## src/rtl/pipe_stage_skid.sv

```systemverilog
// Pipeline stage register with valid/ready handshake and a 2-entry skid buffer.
// Ports: clk, Reset, flush, in_valid/in_ready/in_data/in_ctrl, out_*, occupancy.
module pipe_stage_skid #(
  parameter int unsigned DATA_W     = 107,
  parameter int unsigned CTRL_W     = 8,
  parameter bit          CLEAR_DATA = 1'b1
) (
  input  logic              clk,
  input  logic              Reset,
  input  logic              flush,
  input  logic              in_valid,
  output logic              in_ready,
  input  logic [DATA_W-1:0] in_data,
  input  logic [CTRL_W-1:0] in_ctrl,
  output logic              out_valid,
  input  logic              out_ready,
  output logic [DATA_W-1:0] out_data,
  output logic [CTRL_W-1:0] out_ctrl,
  output logic [1:0]        occupancy
);

  typedef enum logic [1:0] {
    EMPTY = 2'd0,
    ONE   = 2'd1,
    FULL  = 2'd2
  } state_t;

  state_t              state_q, state_d;
  logic [DATA_W-1:0]   main_data_q, main_data_d;
  logic [CTRL_W-1:0]   main_ctrl_q, main_ctrl_d;
  logic [DATA_W-1:0]   skid_data_q, skid_data_d;
  logic [CTRL_W-1:0]   skid_ctrl_q, skid_ctrl_d;

  logic in_fire;
  logic out_fire;

  assign in_ready  = (state_q != FULL) && !flush;
  assign out_valid = (state_q != EMPTY);
  assign out_data  = main_data_q;
  assign out_ctrl  = out_valid ? main_ctrl_q : '0;
  assign occupancy = state_q;

  assign in_fire  = in_valid && in_ready;
  assign out_fire = out_valid && out_ready;

  always_comb begin
    state_d     = state_q;
    main_data_d = main_data_q;
    main_ctrl_d = main_ctrl_q;
    skid_data_d = skid_data_q;
    skid_ctrl_d = skid_ctrl_q;
    if (flush) begin
      state_d     = EMPTY;
      main_ctrl_d = '0;
      skid_ctrl_d = '0;
      if (CLEAR_DATA) begin
        main_data_d = '0;
        skid_data_d = '0;
      end
    end else begin
      unique case (state_q)
        EMPTY: begin
          if (in_fire) begin
            state_d     = ONE;
            main_data_d = in_data;
            main_ctrl_d = in_ctrl;
          end
        end
        ONE: begin
          if (in_fire && out_fire) begin
            main_data_d = in_data;
            main_ctrl_d = in_ctrl;
          end else if (in_fire) begin
            // Head is stalled: park the new beat behind it.
            state_d     = FULL;
            skid_data_d = in_data;
            skid_ctrl_d = in_ctrl;
          end else if (out_fire) begin
            state_d = EMPTY;
          end
        end
        FULL: begin
          // in_ready is low here, so only the skid can advance.
          if (out_fire) begin
            state_d     = ONE;
            main_data_d = skid_data_q;
            main_ctrl_d = skid_ctrl_q;
          end
        end
        default: state_d = EMPTY;
      endcase
    end
  end

  always_ff @(posedge clk) begin
    if (Reset) begin
      state_q     <= EMPTY;
      main_ctrl_q <= '0;
      skid_ctrl_q <= '0;
      if (CLEAR_DATA) begin
        main_data_q <= '0;
        skid_data_q <= '0;
      end
    end else begin
      state_q     <= state_d;
      main_data_q <= main_data_d;
      main_ctrl_q <= main_ctrl_d;
      skid_data_q <= skid_data_d;
      skid_ctrl_q <= skid_ctrl_d;
    end
  end

endmodule

```

## config.mk

```make
export PLATFORM = sky130hd
export DESIGN_NAME = pipe_stage_skid
export DESIGN_NICKNAME = d
export VERILOG_FILES = /design/src/rtl/pipe_stage_skid.sv
export SDC_FILE = /design/constraint.sdc
export NUM_CORES = 1
export LEC_CHECK = 0
export BUFFER_PORTS_ARGS = -buffer_cell sky130_fd_sc_hd__buf_2
export CAP_MARGIN = 20
export CORE_MARGIN = 2
export CORE_UTILIZATION = 58
export CTS_BUF_LIST = sky130_fd_sc_hd__clkbuf_16
export DETAILED_ROUTE_END_ITERATION = 10
export PLACE_DENSITY_LB_ADDON = 0.15
export SLEW_MARGIN = 20
export SYNTH_ARGS = -nofsm -noshare
export SYNTH_HDL_FRONTEND = slang
export SYNTH_SLANG_ARGS = --single-unit
```

## constraint.sdc

```tcl
create_clock -name clk -period 4.6 [get_ports clk]
set_input_delay 0.69 -clock clk [delete_from_list [all_inputs] [get_ports clk]]
set_output_delay 0.69 -clock clk [all_outputs]
set_load 0.02 [all_outputs]
```

Word-level counts from Yosys, hierarchy flattened
Cells that the tools add are included.
{"block": "totals", "ff_bits": 232, "out_inout_bits": 119, "word_cells": 41, "in_bits": 120}
{"block": "classes", "reduce_logical": 12, "eq_ne": 8, "mux": 15, "n_bitwise": 1}
{"op": "$mux 107", "n": 3}
{"op": "$pmux 107 s3", "n": 1}
{"op": "$mux 8", "n": 4}
{"op": "$pmux 8 s3", "n": 1}
{"op": "$mux 2", "n": 5}
{"op": "$ne 2x2->1 const B", "n": 5}
{"op": "$reduce_and 4->1", "n": 2}
{"op": "$pmux 2 s3", "n": 1}
{"op": "$logic_and 1x1->1", "n": 4}
{"op": "$ne 3x3->1 const B", "n": 1}
{"op": "$reduce_and 3->1", "n": 1}
{"op": "$reduce_bool 3->1", "n": 1}
{"op": "$eq 2x1->1 const B", "n": 1}
{"op": "$eq 2x2->1 const B", "n": 1}
{"op": "$logic_not 2->1", "n": 1}
{"op": "$reduce_bool 2->1", "n": 1}
{"op": "$reduce_or 2->1", "n": 1}
{"op": "$logic_not 1->1", "n": 1}
{"op": "$not 1->1", "n": 1}

Longest topological paths before layout
{"block": "depth", "word_depth": 6, "ltp_mapped": 7, "depth_no_buf": 3}

Least setup slack after synthesis
No wires, ideal clock.
{"block": "synth_path", "path_type": "register to output", "startpoint": "register state_q[0], in the netlist occupancy[0]", "endpoint": "output port in_ready", "path_slack_ns": 2.327, "arrival_time_ns": 1.583, "path_buffers": 3, "required_ns": 3.910, "stages_incl_launch_ff": 6, "path_cell_list": "dfxtp_1 -> nand2b_1 -> buf_4 -> buf_4 -> buf_2 -> nor2b_1"}
{"block": "synth_between", "elab_chain_len": 2}
{"element": "start: declaration", "line_no": "28", "text": "state_t state_q, state_d;"}
{"element": "start signal: assignment", "line_no": "105", "text": "state_q <= state_d;"}
{"element": "$ne 2x2->1", "line_no": "37", "text": "assign in_ready = (state_q != FULL) && !flush;"}
{"element": "$logic_and 1x1->1", "line_no": "37"}
{"element": "end: declaration", "line_no": "12", "text": "output logic in_ready,"}
No other way between the ends.

Worst setup path after layout
{"block": "layout_path", "startpoint": "register state_q[1], in the netlist occupancy[1]", "endpoint": "output port out_ctrl[2]"}
{"block": "layout_between", "elab_chain_len": 2}
{"element": "$reduce_bool 2->1", "line_no": "38", "text": "assign out_valid = (state_q != EMPTY);"}
{"element": "$mux 8", "line_no": "40", "text": "assign out_ctrl = out_valid ? main_ctrl_q : '0;"}
{"element": "end: declaration", "line_no": "18", "text": "output logic [CTRL_W-1:0] out_ctrl,"}
No other way between the ends.

==> reports/summary.md <==
Among cell families on the critical path, the largest total delay comes from buffers and inverters. STA puts the critical path data arrival time at 2.82 ns. The most common cell after layout, fill and taps aside was buf_2.

Dividing total power by cell area gives a power density of 357.2 nW/um^2. The core region is 17420 sq um. The worst setup path is launched from a flop. The tools report the met3 usage as 0.06177. STA classifies the critical path endpoint as a primary output. The mean number of vias per cell came out at 6.580. The worst-case IR drop observed on VDD is 0.0002580 V. The logs give 0.4469 for the sequential area share after synthesis and 1349 for the final-stage net count. For the aggregate global-route resource usage, the log shows 0.2962.

Yosys mapped the design onto 27 distinct sky130hd cell types. By area the synthesized netlist is led by dfxtp_1, mux2i_1, a311oi_1. For the tightest slew margin relative to the limit, the log shows 0.2981. Across the run, the number of max-cap violations was 0. The die is 137.9 um wide.

Clock tree synthesis inserted a total of 24 buffers. After detailed routing, the number of remaining DRC violations is 0. The logs give 0.4221 for the routing usage on met1 and 0 for the number of hold-repair buffers added at the cts stage. The run gives 0.51 ns as the clock insertion delay at the later pin of the skew report. The logs give 1 for the count of H-tree levels built during CTS and 239 for the number of top-level pins. After clock tree synthesis, the clock-pin slew on the worst setup and hold paths is 0.06 ns.

The post-synthesis to final-layout area growth was 17.51%; the cell area after layout was 12210 sq um. The run gives 0 ns as the setup total negative slack. The largest area contributor in the netlist is dfxtp_1. For the worst setup path, the data required time is 3.91 ns. For the initial core utilization, the log shows 0.5967. The library cell used as clock root buffer was clkbuf_16.

The run gives 0 as the remaining global-route overflow. The wire length of the first global-routing pass came out at 46070 um. Buffers added to address setup during post-CTS repair amount to 0. The run finished with clean final reports. The synthesis-stage register bit count was 232. The run gives 5 as the number of antenna violations at the first check in global routing.

In this run the vertical extent of the chip is 137.9 um. Detail-routed net length per standard cell: 20.31 um. TritonCTS built the clock tree.

For this design the static power due to leakage is 5.190 nW. The routed wire length was 29920 um. The run gives 9693 as the total via count after detailed routing.

The logs give 48 for the number of placement rows and 232 for the count of clock tree sinks. During synthesis, Yosys emitted a total of 0 warnings. Leaving out fill and tap cells, the most frequent cells in the layout are buf_2, dfxtp_1, mux2i_1, a21oi_1. Summing all placed instances gives a cell area of 11430 sq um. The antenna violation net count after detailed routing is 0, and the synthesized netlist net count is 1224. The worst hold path belongs to the class primary input to flop. Routability-driven placement finished with a final weighted congestion of 0.7900.

The layer flagged by global routing as most heavily used is met2. The tools report the placed wire-length estimate after detailed placement as 16070 um. The worst setup path is of the flop to primary output kind. The first detailed-routing pass ran for 6 iterations.

The final setup violation count was 0; the post-cts repair resize count was 0. Entering global routing, the biggest net connects 232 pins. Setup repair after global routing left no endpoint under its margin. The number of global-route vias before repair was 8706. The clock arrives with 0.009081 ns of skew.

The share of the clock period used by the worst path was 0.7639; the final critical-path required period was 3.514 ns. The met2 routing resource usage after global routing is 0.4541, and the top achievable clock speed is 284.6 MHz. Share of the synthesized area in the top cell type: 0.4469. The worst-path cell with the longest stage delay is dfxtp_4. In this run the cell area of the synthesized design comes to 10390 sq um.

The average instance in the mapped netlist occupies 9.413 sq um. The DRC marker count from the first detailed-route iteration was 898. The tools report the final-report hold violation count as 0.

Counting along the longest clock path gives a buffer depth of 3. The tools report the instance count of the mapped netlist as 1104. For this run, the slowest stage of the critical path takes 0.77 ns. Counting the fill cells in the layout gives 1425.

The largest fanout on the critical path was 63. The final count of pins violating max slew is 0, and the measured slew at the worst slew-check pin is 1.053 ns. Number of port buffers: 238. The run gives 19010 sq um as the area of the die. The signal on the critical path passes through buf_4, nor2_1, nor2b_1, buf_2. The fraction of final layout cells with drive strength greater than 1 was 0.2643. Together, buffers and inverters on the worst path number 2.
metrics by stage:
stage	hold WS (ns)	cells	setup WS (ns)	util	total power [mW]
2_1_floorplan	0.4532	1104	2.327	-	2.372
3_3_place_gp	0.4580	1427	1.215	0.6565	2.520
3_5_place_dp	0.4657	1427	1.212	0.6565	2.526
4_1_cts	0.4483	1469	1.113	0.6996	4.378
5_1_grt	0.4549	1472	0.9717	0.7010	4.502
6_report	0.4586	1473	1.086	0.7011	4.362
per-layer routing:
layer	share of wire	routed length, um
met1	0.43	12770
met3	0.083	2476
met4	0.022	645
met5	0.00074	22
met2	0.47	14010
state kept, by name, indices dropped and copies added, names as in the netlist:
signal and count:
out_data 107, skid_data_q 107, main_ctrl_q 8, skid_ctrl_q 8
occupancy 2
worst register-to-register path: cells and delay by family (launching register included):
family	cells	cell delay, ns
flops	1	0.43
simple gates	1	0.48
buf+inv	1	0.72
compound gates	2	1.11
final timing paths:
check,depth (start not counted),startpoint,slack (ns),to
setup / recovery,4,occupancy[1],1.09,out_ctrl[2]
hold / removal,3,in_data[33],0.46,skid_data_q[33]
setup reg to reg,4,occupancy[0],1.69,out_data[86]
hold reg to reg,2,skid_ctrl_q[5],0.47,skid_ctrl_q[5]
report_power, final:
group,switching (mW),internal [mW]
Sequential,0.0246,2.05
Clock,0.786,1.09
Combinational,0.256,0.159
cell type report:
type | instances | area (sq um) | area share
timing repair buffer | 253 | 1366 | 0.1119
tap | 225 | 281.5 | 0.02305
antenna | 3 | 7.507 | 0.0006148
multi-input combinational | 716 | 5145 | 0.4213
clock inverter | 17 | 125.1 | 0.01025
sequential | 232 | 4648 | 0.3806
inverter | 2 | 12.51 | 0.001025
clock buffer | 25 | 625.6 | 0.05123
logic make-up (layout without fill, tap and decap cells):
kind of cell | after synthesis | count (layout) | share of synthesized area
simple gates | 136 | 136 | 0.06838
compound gates | 464 | 464 | 0.3083
mux | 116 | 116 | 0.1117
flops | 232 | 232 | 0.4469
buf+inv | 156 | 297 | 0.06465
other cells | 0 | 3 | 0
cell usage after synthesis:
library cell / instances
nand2_1: 1
or2_2: 1
buf_1: 1
o21ai_0: 115
nand3_1: 115
a2bb2oi_1: 1
buf_2: 27
a211oi_1: 85
clkbuf_1: 118
and3b_1: 1
a211oi_2: 30
mux2i_1: 116
or3b_2: 1
nand2b_1: 2
nor2_1: 3
a311oi_1: 115
dfxtp_1: 232
inv_2: 1
inv_1: 1
buf_6: 6
o21ba_2: 1
nor4bb_1: 1
a31o_1: 1
buf_4: 2
a21oi_1: 116
nor2b_1: 10
nand4bb_1: 1
Note: power is estimated with default switching activity, not from simulation.
